## config.mk

```make
export PLATFORM = sky130hd
export DESIGN_NAME = load_store_unit
export DESIGN_NICKNAME = d
export VERILOG_FILES = /design/src/rtl/lsu_pkg.sv /design/src/rtl/lsu_byte_lane.sv /design/src/rtl/load_store_unit.sv
export SDC_FILE = /design/constraint.sdc
export NUM_CORES = 1
export LEC_CHECK = 0
export ABC_AREA = 1
export CORE_ASPECT_RATIO = 0.9
export CORE_MARGIN = 2
export CORE_UTILIZATION = 47
export CTS_CLUSTER_SIZE = 8
export DETAILED_ROUTE_END_ITERATION = 12
export PLACE_DENSITY_LB_ADDON = 0.2
export SYNTH_ARGS = -nofsm -noshare
export SYNTH_HDL_FRONTEND = slang
export SYNTH_SLANG_ARGS = --single-unit
export TNS_END_PERCENT = 30
```

## constraint.sdc

```tcl
create_clock -name clk -period 3.84 [get_ports clk]
set_input_delay 0.768 -clock clk [delete_from_list [all_inputs] [get_ports clk]]
set_output_delay 0.768 -clock clk [all_outputs]
set_load 0.05 [all_outputs]
```

## src/rtl/lsu_pkg.sv

```systemverilog
// lsu_pkg: shared size encodings, FSM states and word width for the load/store unit
package lsu_pkg;
  localparam int WORD_W = 32;
  typedef enum logic [1:0] {SIZE_B = 2'b00, SIZE_H = 2'b01, SIZE_W = 2'b10, SIZE_X = 2'b11} size_e;
  typedef enum logic [1:0] {IDLE, RD, WR, RESP} state_e;
endpackage

```

## src/rtl/lsu_byte_lane.sv

```systemverilog
// lsu_byte_lane: little-endian lane extract/extend for loads and lane merge for stores
// Ports: size_i/addr_i select the lane, uns_i picks zero/sign extension,
//        rdata_i is the memory word, wdata_i right-aligned store data,
//        load_o extended load result, store_o merged word to write back.
module lsu_byte_lane
  import lsu_pkg::*;
(
  input  logic [1:0]        size_i,
  input  logic [1:0]        addr_i,
  input  logic              uns_i,
  input  logic [WORD_W-1:0] rdata_i,
  input  logic [WORD_W-1:0] wdata_i,
  output logic [WORD_W-1:0] load_o,
  output logic [WORD_W-1:0] store_o
);
  logic [4:0]        sh;
  logic [WORD_W-1:0] lowm;
  logic [15:0]       lane;
  // halves use addr[1] only, so addr[0] is ignored for half accesses
  assign sh      = size_i == SIZE_H ? {addr_i[1], 4'b0} : size_i == SIZE_B ? {addr_i, 3'b0} : 5'd0;
  assign lowm    = size_i == SIZE_B ? 32'h0000_00FF : size_i == SIZE_H ? 32'h0000_FFFF : 32'hFFFF_FFFF;
  assign lane    = 16'(rdata_i >> sh);
  assign load_o  = size_i == SIZE_B ? {{24{~uns_i & lane[7]}}, lane[7:0]}
                 : size_i == SIZE_H ? {{16{~uns_i & lane[15]}}, lane}
                 : rdata_i;
  // a word store degenerates to a full-mask replace, i.e. wdata itself
  assign store_o = (rdata_i & ~(lowm << sh)) | ((wdata_i & lowm) << sh);
endmodule

```

## src/rtl/load_store_unit.sv

```systemverilog
// load_store_unit: byte/half/word load-store unit over a word-wide synchronous-read memory
// Ports: clk/rst_n (sync active-low reset); req_* request with valid/ready handshake;
//        resp_valid/resp_rdata/resp_err one-cycle response; mem_* word-wide memory port.
// Memory read data is taken one cycle after mem_read is raised, so RD spans two cycles.
// Optional macro LSU_MISALIGN_CHECK_EN turns misaligned half/word accesses into errors.
module load_store_unit
  import lsu_pkg::*;
#(
  parameter int MEM_WORDS = 64
) (
  input  logic              clk,
  input  logic              rst_n,
  input  logic              req_valid,
  output logic              req_ready,
  input  logic              req_write,
  input  logic [1:0]        req_size,
  input  logic              req_unsigned,
  input  logic [WORD_W-1:0] req_addr,
  input  logic [WORD_W-1:0] req_wdata,
  output logic              resp_valid,
  output logic [WORD_W-1:0] resp_rdata,
  output logic              resp_err,
  output logic              mem_read,
  output logic              mem_write,
  output logic [WORD_W-1:0] mem_addr,
  output logic [WORD_W-1:0] mem_wdata,
  input  logic [WORD_W-1:0] mem_rdata
);
  state_e            state_q;
  logic              rd2_q, write_q, uns_q, mis, err;
  logic [1:0]        size_q, addr_q;
  logic [WORD_W-1:0] wdata_q, load_word, store_word;
`ifdef LSU_MISALIGN_CHECK_EN
  assign mis = (req_size == SIZE_H && req_addr[0]) || (req_size == SIZE_W && req_addr[1:0] != 2'b00);
`else
  assign mis = 1'b0;
`endif
  assign err = req_size == SIZE_X || {2'b00, req_addr[31:2]} >= 32'(MEM_WORDS) || mis;
  lsu_byte_lane u_lane (
    .size_i (size_q),
    .addr_i (addr_q),
    .uns_i  (uns_q),
    .rdata_i(mem_rdata),
    .wdata_i(wdata_q),
    .load_o (load_word),
    .store_o(store_word)
  );
  always_ff @(posedge clk) begin
    if (!rst_n) begin
      state_q    <= IDLE;
      rd2_q      <= 1'b0;
      req_ready  <= 1'b1;
      resp_valid <= 1'b0;
      resp_err   <= 1'b0;
      resp_rdata <= '0;
      mem_read   <= 1'b0;
      mem_write  <= 1'b0;
      mem_addr   <= '0;
      mem_wdata  <= '0;
    end else begin
      case (state_q)
        IDLE: if (req_valid) begin
          write_q   <= req_write;
          size_q    <= req_size;
          uns_q     <= req_unsigned;
          addr_q    <= req_addr[1:0];
          wdata_q   <= req_wdata;
          req_ready <= 1'b0;
          if (err) begin
            state_q    <= RESP;
            resp_valid <= 1'b1;
            resp_err   <= 1'b1;
          end else if (req_write && req_size == SIZE_W) begin
            state_q   <= WR;
            mem_write <= 1'b1;
            mem_addr  <= {req_addr[31:2], 2'b00};
            mem_wdata <= req_wdata;
          end else begin
            state_q  <= RD;
            mem_read <= 1'b1;
            mem_addr <= {req_addr[31:2], 2'b00};
          end
        end
        RD: begin
          rd2_q <= ~rd2_q;
          if (rd2_q) begin
            mem_read <= 1'b0;
            if (write_q) begin
              state_q   <= WR;
              mem_write <= 1'b1;
              mem_wdata <= store_word;
            end else begin
              state_q    <= RESP;
              mem_addr   <= '0;
              resp_valid <= 1'b1;
              resp_rdata <= load_word;
            end
          end
        end
        WR: begin
          state_q    <= RESP;
          mem_write  <= 1'b0;
          mem_wdata  <= '0;
          mem_addr   <= '0;
          resp_valid <= 1'b1;
        end
        RESP: begin
          state_q    <= IDLE;
          resp_valid <= 1'b0;
          resp_err   <= 1'b0;
          resp_rdata <= '0;
          req_ready  <= 1'b1;
        end
        default: state_q <= IDLE;
      endcase
    end
  end
endmodule
```

==> flow_summary.json <==
{
  "antenna_found_initial": 1,
  "hold_viol": 0,
  "dieWidth_um": 129,
  "wl_per_cell_um": 16.3,
  "root_buffer": "clkbuf_16",
  "path_clk_slew_ns": 0.06,
  "min_period_ns": 2.64,
  "yosys_warnings": 0,
  "end_kind": "flop",
  "worstPathArrival_ns": 2.93,
  "fin_crit_sh_pct": 68.8,
  "synthFlopType": "dfxtp_1",
  "grt_pass1_vias": 5948,
  "synth_common_cells": "nand2_1, dfxtp_1, a21oi_1",
  "holdBufCountCts": 0,
  "skew_ns": 0.00860,
  "use_met1_pct": 35.5,
  "worstHoldPathType": "flop to flop",
  "status": "completed",
  "vias": 6557,
  "htree_levels": 4,
  "rsz0062_at_grt": "false",
  "post_cts_buffers": 0,
  "use_met2_pct": 41.4,
  "num_antenna_cells": 0,
  "rows": 41,
  "final_max_slew_viol_count": 0,
  "die-area_um2": 15000,
  "totalPowerFinal_mw": 7.24,
  "ys_seq_area_share_pct": 48.2,
  "netlist.area_leader.share_pct": 30.9,
  "critPathTopFamily": "simple AND/OR/NAND/NOR gates",
  "powerDensity_nw_per_um2": 779,
  "crit_type": "input pin to flop",
  "timing.setup.tns_ns": 0,
  "drive_above_1_share_pct": 6.55,
  "relSlewSlack_pct": 35.6,
  "avgSynthCellArea_um2": 7.53,
  "maxCapViolations": 0,
  "busiest_layer": "met2",
  "synth.largest_area_cell": "dfxtp_1",
  "timing.final.ws_setup_ns": 1.20,
  "cpPeakStageDelay_ns": 0.56,
  "hpwl_um": 14600,
  "dr.first_iter.drc_count": 663,
  "synthTopCellsByArea": "dfxtp_1, edfxtp_1, nand2_1",
  "clk_latency_ns": 0.43,
  "port_buffers": 201,
  "dp_slack_ns": 0.797,
  "nFillCells": 1182,
  "area_growth_pct": 40.7,
  "worst_pin_slew_ns": 0.965,
  "drtPass1Iterations": 6,
  "fin_nets": 1162,
  "fin_util_pct": 67.1,
  "grt_pass1_wl_um": 30900,
  "remaining_drc_errors": 0,
  "initial_utilization_pct": 47.6,
  "synth_most_common_cell": "nand2_1",
  "grt_usage_pct": 27.0,
  "cts_tree": "done",
  "async_flop_share_pct": 0,
  "power_leakage_nw": 3.82,
  "peakVddDrop_mv": 0.541,
  "worstPathRequired_ns": 4.12,
  "crit_fanout": 24,
  "num_io_pins": 204,
  "ctsLongestPathBuffers": 2,
  "cp_num_buf_inv": 1,
  "use_met3_pct": 9.30,
  "core_um2": 13900,
  "ant_nets": 0,
  "crit_slowest_cell": "nand2_1",
  "synth_enable_flop_cells": 38,
  "cts_resized": 0,
  "yosysUniqueCellTypes": 40,
  "synth_area_um2": 6600,
  "fmax_ghz": 0.378,
  "gp_congestion": 0.975,
  "grt-ovfl-total": 0,
  "crit_chain": "clkdlybuf4s50_1 -> nand2_1 -> nand4_1 -> nor2_1 -> nand3_1 -> nand2_1 -> nand2_1 -> nand2_1 -> nor2_1",
  "drt_wl_total_um": 20200,
  "cts_buffers": 17,
  "cts_sinks": 140,
  "cp-start-kind": "input pin",
  "synthCells": 876,
  "die_h_um": 116,
  "synth-seq-cells": 140,
  "grt_max_degree": 61,
  "setup_viol": 0,
  "via_per_inst": 5.29,
  "cp_common_cell": "nand2_1"
}
==> sequential cells by signal (all words and copies together), names as in the netlist, 2 cells and up <==
register,count
resp_rdata,32
size_q,2
addr_q,2
state_q,2
wdata_q,32
mem_wdata,32
mem_addr,30
==> worst min-delay path, cell delays in order (launching register included) <==
cell	delay (ns)
dfxtp_1	0.31
nand2_1	0.06
nor2_1	0.03
==> layer usage <==
metal,wire length [µm],up-vias
met2,9130,348
met1,8350,2953
li1,-,3218
met3,2350,36
met4,361,2
met5,11,-
==> logic make-up (layout without fill, tap and decap cells) <==
family	after synthesis	in the layout	synth area share, %
flip-flops	140	140	48.2
AO/OA/AOI/OAI	150	150	13.1
buffers and inverters	124	315	8.21
AND/OR/NAND/NOR	457	457	29.6
adder cells (fa/ha/maj)	4	4	0.758
other	1	2	0.0568
==> per-stage QoR <==
stage	hold WS (ns)	instances	cell area [µm²]
6_report	0.441	1240	9290
5_1_grt	0.450	1240	9290
4_1_cts	0.441	1240	9290
3_5_place_dp	0.431	1208	8630
3_3_place_gp	0.428	1208	8630
2_1_floorplan	0.444	877	6600
==> placed cells by master (no fill, tap or decap), types with 6 or more instances in the layout <==
cell type / synthesis / final
dfxtp_1: 102 / 102
nand2_1: 283 / 283
o21ai_0: 28 / 28
a22oi_1: 12 / 12
nand3_1: 42 / 42
inv_2: 6 / 6
a21boi_0: 13 / 13
buf_4: 4 / 8
clkbuf_16: 0 / 21
edfxtp_1: 38 / 38
nand4_1: 28 / 28
or2_2: 11 / 11
clkdlybuf4s50_1: 0 / 201
a21oi_1: 78 / 78
nor2_1: 77 / 76
inv_1: 67 / 67
==> where the power goes <==
group	leakage [nW]	total, mW	internal (mW)	switching, mW
Sequential	1.18	2.05	1.87	0.186
Combinational	2.32	3.42	1.08	2.34
Clock	0.324	1.77	1.15	0.619
Total	3.82	7.24	4.10	3.14
==> path summary, 6_finish.rpt <==
| check | start | endpoint | slack (ns) | depth (start not counted) |
|---|---|---|---|---|
| max | req_size[1] | mem_addr[16]$_SDFFE_PN0P_ | 1.20 | 9 |
| min | mem_addr[19]$_SDFFE_PN0P_ | mem_addr[19]$_SDFFE_PN0P_ | 0.44 | 2 |
| max reg2reg | state_q[0]$_SDFFE_PN0P_ | mem_wdata[18]$_SDFFE_PN0P_ | 1.33 | 11 |
| min reg2reg | mem_addr[19]$_SDFFE_PN0P_ | mem_addr[19]$_SDFFE_PN0P_ | 0.44 | 2 |
==> cell type report <==
type                    instances  area (µm²)  area share [%]
inverters                      74         278            2.99
repair buffers                209        2070            22.3
well taps                     172         215            2.32
flip-flops and latches        140        3180            34.3
multi-input cells             613        2890            31.1
clock buffers                  25         561            6.04
clock inverters                 7        93.8            1.01
(Power assumes the default switching activity.)
==> variant (same flow settings) <==
Build with the macro `LSU_MISALIGN_CHECK_EN` defined.
--- a/src/rtl/load_store_unit.sv
+++ b/src/rtl/load_store_unit.sv
@@ -3,6 +3,8 @@
 //        resp_valid/resp_rdata/resp_err one-cycle response; mem_* word-wide memory port.
 // Memory read data is taken one cycle after mem_read is raised, so RD spans two cycles.
 // Optional macro LSU_MISALIGN_CHECK_EN turns misaligned half/word accesses into errors.
+`define LSU_MISALIGN_CHECK_EN
+
 module load_store_unit
   import lsu_pkg::*;
 #(
Check against the original RTL: not equivalent (Yosys sat finds a counterexample within 4 cycles, from zero or initial values and one cycle with rst_n low).
==> variant against the unedited design <==
Total power decreased by 3.1%. Sequential cell count is the same. Core utilization is 0.11 points higher. First-iteration DRC count up 7.5%. Routed wire length down 1.9%. Synthesized area rose by 3.0%. Final area increased by 1.6%. Worst setup slack better by 56 ps. Critical path type is now register to register. Critical endpoint is now mem_wdata[16]$_SDFFE_PN0P_.
==> variant: results (changes against the unedited design) <==
placed_design:
  place_ws_ps: 941  # +144 ps
  place_congestion: 0.975  # about the same
  post-dp-hpwl_um: 14600  # +0.51%
  portBuffers: 201  # unchanged
logic_synthesis:
  synth_top_area_share_pct: 30.0  # -0.91 points
  synthAdderAreaFrac_pct: 0.736  # -0.022 points
  ys_seq_area_share_pct: 46.8  # -1.4 points
  synth_area_leaders: "dfxtp_1 30%, nand2_1 18%, edfxtp_1 17%, nor2_1 10%, nand3_1 4.6%"
  synth_compound_area_share_pct: 7.86  # -5.3 points
  synth_cell_types: 36  # -10%
  synth_commonest_cells: "318 x nand2_1, 186 x nor2_1, 102 x dfxtp_1"
critical_path:
  critPathMaxStageDelay_ps: 680  # +120 ps
  cp_top_family: "buffers and inverters"
  reg2reg_depth: 8  # -3
  cp-start-kind: "register"
  slowest_stage: "clkinv_1"
  cp_max_fo: 27  # +13%
  endpoint: "mem_wdata[16]$_SDFFE_PN0P_"
  worst_ep_arrival_time_ps: 2910  # -20 ps
  worst_r2r_startpoint: "state_q[0]$_SDFFE_PN0P_"
power_and_ir_drop:
  pwr-share-comb_pct: 49.4  # +2.1 points
  leakage_nw: 4.13  # +8.1%
  peakVddDrop_v: 0.000454  # -16%
  power_frac_seq_pct: 29.2  # +0.9 points
  seq_power_mw: 2.05  # about the same
  internal_power_mw: 3.83  # -6.5%
routing:
  drtIter0Drc: 713  # +7.5%
  drtPass1Iterations: 7  # +1
  vias_per_cell: 5.00  # -5.4%
  drt-total-wl_um: 19800  # -1.9%
global_routing:
  grt_max_degree: 59  # -3.3%
  antenna_found_initial: 0  # -1
  track_usage_pct: 26.3  # -0.69 points
  grt_pass1_wl_um: 31600  # +2.3%
  grt_pass1_vias: 6286  # +5.7%
hold_path:
  min_to: "mem_addr[22]$_SDFFE_PN0P_"
  worstHoldStart: "mem_addr[22]$_SDFFE_PN0P_"
clocking:
  clock_insertion_delay_worst_skew_ps: 430  # about the same
  post_cts_resized: 0  # unchanged
final_layout:
  fin_nets: 1274  # +9.6%
  fill_cells: 1228  # +3.9%
  layout-drive-gt1-share_pct: 6.36  # -0.20 points
timing:
  worst_slack_ps: 1250  # +56.4 ps
  hold_slack_ps: 437  # -4.84 ps
  fin_worst_skew_ps: 6.49  # -2.11 ps
  maxSlewHeadroom_pct: 37.7  # +2.1 points
outcome:
  status: "complete, no violations"
-- variant: changes by cell type after synthesis, sizes merged, moves of 15 or more --
| cell | unedited run | this run |
|---|---|---|
| a21boi | 16 | 0 |
| nor2 | 82 | 191 |
| o21ai | 30 | 45 |
| nand4 | 28 | 10 |
| nand3 | 43 | 62 |
| nand2 | 288 | 323 |
| a21oi | 78 | 35 |
-- variant: through the flow --
step | std cells | area (um^2)
finish | 1373 | 9440
global route | 1373 | 9440
CTS | 1373 | 9440
detailed placement | 1341 | 8910
global placement | 1341 | 8910
floorplan | 984 | 6800
-- variant: cell families (layout without fill, tap and decap cells) --
kind of cell,after synthesis,in the layout
buffers and inverters,135,331
adder cells (fa/ha/maj),4,4
AO/OA/AOI/OAI,96,96
other,1,2
flip-flops,140,140
AND/OR/NAND/NOR,607,607
-- variant: worst register-to-register path: cells and delay by family, from the launching register on --
family / cells / cell delay, ps
adders and majority gates: 1 / 400
AOI/OAI and AO/OA: 1 / 180
buffers and inverters: 2 / 770
and+or+nand+nor: 4 / 750
DFF: 1 / 370
-- variant: routing by layer --
layer / up-vias / part of all wire (%) / global-route usage [%]
met5: - / 0 / 0
met4: 0 / 2.3 / 10.3
met3: 38 / 8.9 / 6.36
met2: 319 / 44 / 39.0
met1: 3060 / 44 / 36.9
li1: 3454 / - / -
-- variant: area by class of cell --
cell class,count,area share (%)
Clock buffer,18,4.55
Tap cell,193,2.56
Inverter,89,3.54
Multi-Input combinational cell,709,32.5
Clock inverter,14,1.11
Sequential cell,140,33.7
Timing Repair Buffer,210,22.0
